===== src/rtl/serial_add_pkg.sv =====
// Shared types and helpers for the bit-serial adder sequencer.
// The counter step is built from XOR/AND gates so that fa_cell remains the only adder.
package serial_add_pkg;

  typedef enum logic [1:0] {
    ST_IDLE = 2'd0,
    ST_RUN  = 2'd1,
    ST_DONE = 2'd2
  } sadd_state_t;

  localparam int DEFAULT_WIDTH = 8;

  // Gate-level increment: a half-adder chain with the carry-in tied to 1.
  function automatic logic [31:0] count_up(input logic [31:0] v);
    logic [31:0] r;
    logic        c;
    c = 1'b1;
    for (int i = 0; i < 32; i++) begin
      r[i] = v[i] ^ c;
      c    = v[i] & c;
    end
    return r;
  endfunction

endpackage


===== src/rtl/serial_add_ctrl_if.sv =====
// Start and result handshake bundle for serial_add_ctrl.
// The master modport is the requester/consumer side; the slave modport is the adder side.
interface serial_add_ctrl_if
  import serial_add_pkg::*;
#(
  parameter int WIDTH = DEFAULT_WIDTH
);

  logic             start_valid;
  logic             start_ready;
  logic [WIDTH-1:0] a;
  logic [WIDTH-1:0] b;
  logic             cin;
  logic             busy;
  logic             res_valid;
  logic             res_ready;
  logic [WIDTH-1:0] sum;
  logic             cout;

  modport master (
    output start_valid, a, b, cin, res_ready,
    input  start_ready, busy, res_valid, sum, cout
  );

  modport slave (
    input  start_valid, a, b, cin, res_ready,
    output start_ready, busy, res_valid, sum, cout
  );

endinterface


===== src/rtl/serial_add_ctrl_fa_cell.sv =====
// One-bit full adder built from two half adders.
// The final carry is the OR of the two half-adder carries, which can never both be 1.
module half_adder (
  input  logic a,
  input  logic b,
  output logic s,
  output logic c
);
  assign s = a ^ b;
  assign c = a & b;
endmodule

module fa_cell (
  input  logic a,
  input  logic b,
  input  logic ci,
  output logic s,
  output logic co
);
  logic s0, c0, c1;

  half_adder u_ha0 (.a(a),  .b(b),  .s(s0), .c(c0));
  half_adder u_ha1 (.a(s0), .b(ci), .s(s),  .c(c1));

  assign co = c0 | c1;
endmodule


===== src/rtl/serial_add_ctrl.sv =====
// Bit-serial WIDTH-bit adder: a single fa_cell processes one bit per clock, LSB first.
// Only one operation is in flight at a time, with valid/ready handshakes on both sides.
module serial_add_ctrl
  import serial_add_pkg::*;
#(
  parameter int WIDTH = DEFAULT_WIDTH
) (
  input  logic              clk,
  input  logic              rst_n,
  serial_add_ctrl_if.slave  bus
);

  localparam int               CNT_W    = $clog2(WIDTH);
  localparam logic [CNT_W-1:0] LAST_BIT = CNT_W'(WIDTH - 1);

  sadd_state_t      state_q;
  logic [CNT_W-1:0] cnt_q;
  logic [WIDTH-1:0] a_q;
  logic [WIDTH-1:0] b_q;
  logic [WIDTH-1:0] sum_q;
  logic             carry_q;
  logic             cout_q;
  logic             res_valid_q;
  logic             busy_q;

  logic             fa_s;
  logic             fa_c;
  logic [CNT_W-1:0] cnt_d;

  fa_cell u_fa (
    .a  (a_q[0]),
    .b  (b_q[0]),
    .ci (carry_q),
    .s  (fa_s),
    .co (fa_c)
  );

  assign cnt_d = CNT_W'(count_up(32'(cnt_q)));

  always_ff @(posedge clk or negedge rst_n) begin
    if (!rst_n) begin
      state_q     <= ST_IDLE;
      cnt_q       <= '0;
      a_q         <= '0;
      b_q         <= '0;
      sum_q       <= '0;
      carry_q     <= 1'b0;
      cout_q      <= 1'b0;
      res_valid_q <= 1'b0;
      busy_q      <= 1'b0;
    end else begin
      case (state_q)
        ST_IDLE: begin
          if (bus.start_valid) begin
            a_q     <= bus.a;
            b_q     <= bus.b;
            carry_q <= bus.cin;
            cnt_q   <= '0;
            busy_q  <= 1'b1;
            state_q <= ST_RUN;
          end
        end
        ST_RUN: begin
          // Sum bits enter at the MSB, so after WIDTH shifts bit 0 sits at index 0.
          sum_q   <= {fa_s, sum_q[WIDTH-1:1]};
          carry_q <= fa_c;
          a_q     <= {1'b0, a_q[WIDTH-1:1]};
          b_q     <= {1'b0, b_q[WIDTH-1:1]};
          if (cnt_q == LAST_BIT) begin
            cnt_q       <= '0;
            cout_q      <= fa_c;
            res_valid_q <= 1'b1;
            state_q     <= ST_DONE;
          end else begin
            cnt_q <= cnt_d;
          end
        end
        ST_DONE: begin
          if (bus.res_ready) begin
            res_valid_q <= 1'b0;
            busy_q      <= 1'b0;
            state_q     <= ST_IDLE;
          end
        end
        default: begin
          res_valid_q <= 1'b0;
          busy_q      <= 1'b0;
          state_q     <= ST_IDLE;
        end
      endcase
    end
  end

  // Decoded from the state alone, so it also reads 1 while reset is held.
  assign bus.start_ready = (state_q == ST_IDLE);
  assign bus.busy        = busy_q;
  assign bus.res_valid   = res_valid_q;
  assign bus.sum         = sum_q;
  assign bus.cout        = cout_q;

endmodule


===== src/flat_wrapper.sv =====
// flat-port wrapper written by rule: the top's interface ports become plain ports
module serial_add_ctrl_flat import serial_add_pkg::*;
#(
  parameter int WIDTH = DEFAULT_WIDTH
)
  (clk, rst_n, bus_start_valid, bus_a, bus_b, bus_cin, bus_res_ready, bus_start_ready, bus_busy, bus_res_valid, bus_sum, bus_cout);
  serial_add_ctrl_if #(.WIDTH(WIDTH)) bus_i ();
  input  logic clk;
  input  logic rst_n;
  input wire logic [$bits(bus_i.start_valid)-1:0] bus_start_valid;
  input wire logic [$bits(bus_i.a)-1:0] bus_a;
  input wire logic [$bits(bus_i.b)-1:0] bus_b;
  input wire logic [$bits(bus_i.cin)-1:0] bus_cin;
  input wire logic [$bits(bus_i.res_ready)-1:0] bus_res_ready;
  output wire logic [$bits(bus_i.start_ready)-1:0] bus_start_ready;
  output wire logic [$bits(bus_i.busy)-1:0] bus_busy;
  output wire logic [$bits(bus_i.res_valid)-1:0] bus_res_valid;
  output wire logic [$bits(bus_i.sum)-1:0] bus_sum;
  output wire logic [$bits(bus_i.cout)-1:0] bus_cout;
  assign bus_i.start_valid = bus_start_valid;
  assign bus_i.a = bus_a;
  assign bus_i.b = bus_b;
  assign bus_i.cin = bus_cin;
  assign bus_i.res_ready = bus_res_ready;
  assign bus_start_ready = bus_i.start_ready;
  assign bus_busy = bus_i.busy;
  assign bus_res_valid = bus_i.res_valid;
  assign bus_sum = bus_i.sum;
  assign bus_cout = bus_i.cout;
  serial_add_ctrl #(.WIDTH(WIDTH)) u_core (.clk(clk), .rst_n(rst_n), .bus(bus_i));
endmodule

===== config.mk =====
export PLATFORM = sky130hd
export DESIGN_NAME = serial_add_ctrl_flat
export DESIGN_NICKNAME = d
export VERILOG_FILES = /design/src/rtl/serial_add_pkg.sv /design/src/rtl/serial_add_ctrl_if.sv /design/src/rtl/serial_add_ctrl_fa_cell.sv /design/src/rtl/serial_add_ctrl.sv /design/src/flat_wrapper.sv
export SDC_FILE = /design/constraint.sdc
export NUM_CORES = 1
export LEC_CHECK = 0
export CAP_MARGIN = 20
export CORE_MARGIN = 3
export CORE_UTILIZATION = 35
export CTS_CLUSTER_DIAMETER = 200
export DETAILED_ROUTE_END_ITERATION = 8
export GPL_TIMING_DRIVEN = 0
export PLACE_DENSITY_LB_ADDON = 0.3
export SLEW_MARGIN = 20
export SYNTH_ARGS = -nofsm -noshare
export SYNTH_HDL_FRONTEND = slang
export SYNTH_HIERARCHICAL = 1
export SYNTH_SLANG_ARGS = --single-unit

===== constraint.sdc =====
create_clock -name clk -period 2.8 [get_ports clk]
set_input_delay 0.7 -clock clk [delete_from_list [all_inputs] [get_ports clk]]
set_output_delay 0.7 -clock clk [all_outputs]
set_load 0.005 [all_outputs]

==> impl_metrics.csv, run 1 <==
group,metric,value,unit
synth,syn_area_per_cell,11.06,um^2
grt,grt_max_degree,34,
timing,slew_headroom,50.21,%
setup_path,reg2reg_slack,1300,ps
synth,syn_nets,163,
cells_and_area,multi_input_area,633.1,um^2
cells_and_area,drive_above_1_share,16.85,%
cells_and_area,fill_cells,367,
setup_path,critPathArrivalTime,1770,ps
setup_path,crit_type,"reg -> out",
synth,netlist_area,1526,um^2
setup_path,startpoint_type,"register",
grt,grt_pass1_wl,5934,um
cells_and_area,area_delta_synth_final,31.39,%
power_and_ir_drop,peakVddDrop,0.4305,mV
routing,highest_layer,"met4",
timing,finalWorstSetupSlack,331.7,ps
placement,port_buffers,32,
routing,wl_met3,217,um
placement,place_ws,644.5,ps
worst_hold_path,hp-class,"in -> async",
placement,dp_cells,220,
grt,grtUsageTotal,14.78,%
setup_path,rr_endpoint,"u_core/bus.cout$_DFFE_PN0P_",
synth,yosysTopAreaCell,"dfrtp_1",
placement,gp_congestion,0.7419,
power_and_ir_drop,p_leak,0.0008835,uW
setup_path,worstPathMaxFanout,10,
clock_network,cts_made_buffers,5,
floorplanning,initial_utilization,37.09,%
clock_network,postCtsHoldBufs,0,
setup_path,end_kind,"primary output",
cells_and_area,layout.nets,202,
floorplanning,die_h,72.04,um
power_and_ir_drop,p_clk_share,17.2,%
setup_path,rr_startpoint,"u_core/a_q[0]$_DFFE_PN0P_",
clock_network,post_cts_resized,0,
routing,drt_first_pass_iters,4,
timing,timing.hold.ws,477.0,ps
clock_network,cts.sinks,33,
routing,ant_nets,0,
synth,synth.distinct_cells,29,
clock_network,clk_pin_slew,70,ps
floorplanning,dieArea,5190,um^2
power_and_ir_drop,pwr-share-comb,45.0,%
timing,fin_setup_tns,0,ps
routing,wl_met1,1615,um
power_and_ir_drop,p_sw_share,34.18,%
routing,drc,0,
power_and_ir_drop,seq_power_share,37.9,%
floorplanning,core-area,4115,um^2
setup_path,worstSetupStartpoint,"u_core/state_q[1]$_DFFE_PN0P_",
routing,drt_iter0_markers,65,
setup_path,crit_required,2100,ps
grt,grt_antenna_before_repair,0,
setup_path,r2r_cells,4,
routing,wl,3407,um
timing,min_period_over_period,88.15,%
routing,routed_via_density,5.145,
synth,ys_seq_elements,33,
placement,dpl.hpwl,2403,um
placement,placed_cell_area,1904,um^2
clock_network,cts.root.buffer_cell,"clkbuf_8",
flow_run,drv_cap,0,
timing,fmax,405.1,MHz
clock_network,htreeDepth,2,
grt,grt_pass1_vias,1221,
floorplanning,die_w,72.04,um
power_and_ir_drop,power.internal,1482,uW
floorplanning,io_pins,33,
timing,setup_viol,0,
timing,hold_viol,0,
synth,synth-seq-area-share,54.10,%
clock_network,cts_tree,"yes",
timing,rsz0062_at_grt,"false",
routing,wl_per_cell,14.94,um
floorplanning,rows,23,
cells_and_area,antennaDiodeCount,0,
timing,tightest_slew,746.8,ps
power_and_ir_drop,power.density,1122,nW/um^2
routing,wl_met2,1522,um
cells_and_area,final_cells,228,
synth,synthDominantCellAreaShare,54.10,%
clock_network,cts_buffer_depth,2,
power_and_ir_drop,power_switching,769.5,uW
clock_network,post_cts_buffers,0,
run_status,outcome,"complete, no violations",
timing,drv_slew,0,
setup_path,critPathCapture,"bus_start_ready",
synth,synthesis.instances,138,
timing,fin_skew,4.165,ps
synth,yosysWarnings,6,
cells_and_area,regArea,825.8,um^2
grt,gr-total-overflow,0,
routing,via_count,1173,
clock_network,clk_latency,280,ps
timing,period_needed,2468,ps
synth,synthTopCellsByArea,"dfrtp_1, a2bb2oi_2, nand2_1",
cells_and_area,stdcell_area,2006,um^2
cells in the mapped netlist:
| library cell | n |
|---|---|
| a2bb2oi_2 | 9 |
| nand2_1 | 33 |
| o22ai_1 | 11 |
| a22oi_1 | 4 |
| nor2_1 | 2 |
| or2_1 | 1 |
| mux2_2 | 1 |
| o21bai_1 | 1 |
| nor2_2 | 1 |
| a21oi_1 | 2 |
| buf_6 | 2 |
| nor2b_4 | 1 |
| nor2b_1 | 1 |
| buf_2 | 3 |
| a32o_1 | 1 |
| clkinv_1 | 1 |
| ha_1 | 4 |
| nand2b_1 | 3 |
| nor2_4 | 1 |
| a2bb2oi_1 | 2 |
| nand3b_1 | 1 |
| o21ai_0 | 2 |
| inv_1 | 3 |
| o221a_2 | 1 |
| dfrtp_1 | 33 |
| nand3_1 | 9 |
| a22o_1 | 2 |
| o31ai_1 | 1 |
| buf_4 | 2 |
power by group through the flow:
stage	Sequential (uW)	Combinational, uW	Clock [uW]
after global routing	880	1130	431
after CTS	853	1030	406
final	852	1010	386
after global placement	846	981	0
after floorplan	834	679	0
after detailed placement	860	1020	0
logic make-up (layout without fill, tap and decap cells):
| group | after synthesis | after routing | synth area share [%] |
|---|---|---|---|
| adders and majority gates | 4 | 4 | 3.279 |
| AOI/OAI and AO/OA | 36 | 36 | 21.31 |
| muxes | 1 | 1 | 0.7377 |
| buffers and inverters | 11 | 51 | 4.425 |
| and+or+nand+nor | 53 | 53 | 16.15 |
| DFF | 33 | 33 | 54.10 |
cell type report:
cell class	count	area share, %
Buffer	7	2.620
Clock buffer	7	4.804
Clock inverter	1	0.2495
Inverter	4	0.7486
Multi-Input combinational cell	94	31.57
Sequential cell	33	41.17
Tap cell	50	3.119
Timing Repair Buffer	32	15.72
routing by layer:
layer	track usage (%)	vias to the layer above
met3	5.540	6
li1	-	568
met5	0	-
met2	20.82	36
met4	5.010	0
met1	20.88	563
cells in the final DEF (no fill, tap or decap), drive strengths merged:
| cell type | netlist | final |
|---|---|---|
| clkdlybuf4s50 | 0 | 31 |
| mux2 | 1 | 1 |
| o31ai | 1 | 1 |
| clkbuf | 0 | 7 |
| dfrtp | 33 | 33 |
| buf | 7 | 8 |
| o21bai | 1 | 1 |
| a21oi | 2 | 2 |
| nand3b | 1 | 1 |
| clkinv | 1 | 2 |
| a22oi | 4 | 4 |
| inv | 3 | 3 |
| ha | 4 | 4 |
| nand2b | 3 | 3 |
| a2bb2oi | 11 | 11 |
| nand3 | 9 | 9 |
| o22ai | 11 | 11 |
| o21ai | 2 | 2 |
| a22o | 2 | 2 |
| or2 | 1 | 1 |
| o221a | 1 | 1 |
| nor2b | 2 | 2 |
| nand2 | 33 | 33 |
| nor2 | 4 | 4 |
| a32o | 1 | 1 |
worst max-delay path: stages (launching register included):
cell	delay, ps
dfrtp_1	450
buf_4	200
nor2_1	270
clkdlybuf4s50_1	570
worst min path at each step:
stage / endpoint / slack [ps] / depth (start not counted)
6_report: u_core/a_q[4]$_DFFE_PN0P_ / 480 / 1
5_1_grt: u_core/cnt_q[0]$_DFFE_PN0P_ / 510 / 1
4_1_cts: u_core/bus.sum[0]$_DFFE_PN0P_ / 490 / 2
3_5_place_dp: u_core/bus.sum[0]$_DFFE_PN0P_ / 470 / 2
3_3_place_gp: u_core/bus.sum[0]$_DFFE_PN0P_ / 460 / 2
2_1_floorplan: u_core/a_q[0]$_DFFE_PN0P_ / 400 / 0
metrics by stage:
| stage | utilization, % | total power [uW] |
|---|---|---|
| floorplan | - | 1513 |
| global placement | 46.40 | 1828 |
| detailed placement | 46.28 | 1883 |
| CTS | 48.74 | 2290 |
| global route | 48.74 | 2438 |
| finish | 48.74 | 2251 |
sequential cells by signal, summed over array words and instances (netlist names):
register and cells:
u_core/a_q 8, u_core/b_q 8, u_core/bus.busy 1, u_core/bus.cout 1, u_core/bus.res_valid 1, u_core/bus.sum 8
u_core/carry_q 1, u_core/cnt_q 3, u_core/state_q 2
(Power assumes the default switching activity.)
==> run 2: changes to the inputs <==
--- a/config.mk
+++ b/config.mk
@@ -12,6 +12,7 @@
 export DETAILED_ROUTE_END_ITERATION = 8
 export GPL_TIMING_DRIVEN = 0
 export PLACE_DENSITY_LB_ADDON = 0.3
+export SETUP_SLACK_MARGIN = 0.4
 export SLEW_MARGIN = 20
 export SYNTH_ARGS = -nofsm -noshare
 export SYNTH_HDL_FRONTEND = slang
==> impl_metrics.csv, run 2 (synthesis gave the netlist of run 1 again) <==
group,metric,value,unit
grt,grt_pass1_wl,5934,um
timing,drv_slew,0,
grt,grt_antenna_before_repair,0,
placement,port_buffers,32,
cells_and_area,antennaDiodeCount,0,
timing,fmax,438.4,MHz
timing,fin_setup_tns,0,ps
flow_run,drv_cap,0,
worst_hold_path,hp-class,"in -> async",
timing,tightest_slew,746.5,ps
clock_network,clk_latency,280,ps
floorplanning,io_pins,33,
routing,via_count,1175,
setup_path,critPathMaxStageDelay,520,ps
clock_network,clk_pin_slew,70,ps
setup_path,worstPathMaxFanout,10,
power_and_ir_drop,p_leak,0.0008843,uW
timing,fin_skew,4.182,ps
grt,grt_pass1_vias,1221,
clock_network,cts.sinks,33,
cells_and_area,mostFrequentLayoutCells,"nand2_1, dfrtp_1, clkdlybuf4s50_1",
floorplanning,rows,23,
cells_and_area,fill_cells,366,
timing,slew_headroom,50.23,%
routing,wl_per_cell,14.90,um
grt,gr-total-overflow,0,
clock_network,cts_buffer_depth,2,
setup_path,end_kind,"primary output",
cells_and_area,multi_input_area,640.6,um^2
placement,dpl.hpwl,2403,um
cells_and_area,stdcell_area,2013,um^2
routing,routed_via_density,5.154,
routing,drt_iter0_markers,71,
setup_path,cp_num_buf_inv,2,
setup_path,crit_type,"reg -> out",
clock_network,cts_made_buffers,5,
placement,placed_cell_area,1904,um^2
clock_network,cts.root.buffer_cell,"clkbuf_8",
timing,setup_viol,0,
placement,gp_congestion,0.7419,
power_and_ir_drop,peakVddDrop,0.4320,mV
cells_and_area,finalCoreUtilization,48.92,%
cells_and_area,regArea,825.8,um^2
timing,min_period_over_period,81.46,%
routing,wl,3397,um
setup_path,cp_top_family,"buffers and inverters",
timing,period_needed,2281,ps
power_and_ir_drop,power.density,1123,nW/um^2
grt,grtUsageTotal,14.78,%
floorplanning,dieArea,5190,um^2
run_status,outcome,"complete, no violations",
clock_network,post_cts_buffers,0,
clock_network,htreeDepth,2,
routing,drt_first_pass_iters,4,
cells_and_area,drive_above_1_share,17.42,%
clock_network,cts_tree,"yes",
cells_and_area,layout.nets,202,
floorplanning,die_w,72.04,um
clock_network,postCtsHoldBufs,0,
setup_path,crit_required,2100,ps
floorplanning,die_h,72.04,um
setup_path,startpoint_type,"register",
routing,drc,0,
grt,grt_max_degree,34,
setup_path,crit_chain,"buf_4, nor2_4, clkdlybuf4s50_1",
floorplanning,core-area,4115,um^2
floorplanning,initial_utilization,37.09,%
routing,ant_nets,0,
timing,hold_viol,0,
cells_and_area,area_delta_synth_final,31.89,%
setup_path,critPathArrivalTime,1580,ps
timing,rsz0062_at_grt,"false",
setup_path,slowest_stage,"clkdlybuf4s50_1",
run 2: cell counts in the layout (fill, tap and decap cells not counted):
No cell type changed its count.
run 2: routing by layer:
| layer | global-route usage, % | up-vias | wire length, um |
|---|---|---|---|
| met3 | 5.540 | 6 | 211 |
| met2 | 20.82 | 35 | 1511 |
| li1 | - | 574 | - |
| met5 | 0 | - | 0 |
| met4 | 5.010 | 0 | 51 |
| met1 | 20.88 | 560 | 1622 |
run 2: stage by stage:
| stage | worst slack [ps] | hold WS, ps | instances | power [uW] |
|---|---|---|---|---|
| floorplan | 1309 | 404.4 | 138 | 1513 |
| global route | 431.3 | 507.8 | 228 | 2447 |
| CTS | 426.1 | 488.1 | 228 | 2293 |
| global placement | 398.1 | 460.2 | 220 | 1828 |
| detailed placement | 644.5 | 471.2 | 220 | 1883 |
| finish | 519.1 | 477.0 | 228 | 2260 |
run 2: worst paths after layout:
kind                                          startpoint                       endpoint  slack, ps  depth (start not counted)
min in group clk           u_core/bus.sum[0]$_DFFE_PN0P_  u_core/bus.sum[0]$_DFFE_PN0P_        480                          2
max in group asynchronous                          rst_n  u_core/bus.sum[7]$_DFFE_PN0P_       1840                          1
max                        u_core/state_q[1]$_DFFE_PN0P_                bus_start_ready        520                          3
min                                                rst_n      u_core/a_q[4]$_DFFE_PN0P_        480                          1
max reg2reg                    u_core/a_q[0]$_DFFE_PN0P_    u_core/bus.cout$_DFFE_PN0P_       1300                          4
min reg2reg                u_core/bus.sum[0]$_DFFE_PN0P_  u_core/bus.sum[0]$_DFFE_PN0P_        480                          2
run 2: final cells by class:
type	instances	area share, %
flip-flops and latches	33	41.02
inverters	4	0.7458
well taps	50	3.108
clock buffers	7	4.786
plain buffers	7	2.610
repair buffers	32	15.66
multi-input cells	94	31.82
clock inverters	1	0.2486
run 2: worst reg2reg max path: stages (launching register included):
cell and delay, ps:
dfrtp_1 400, ha_1 300, ha_1 180, or2_1 240
mux2_2 270
run 2: what timing repair did:
item,CTS,global route
hold endpoints to repair,0,0
cloned,0,0
endpoints found under the setup margin,1,1
gates resized for setup,1,1
run 2: where the power goes:
part           total [uW]  internal, uW  switching [uW]
clock                 386           222             164
sequential            851           698             153
combinational        1020           567             456
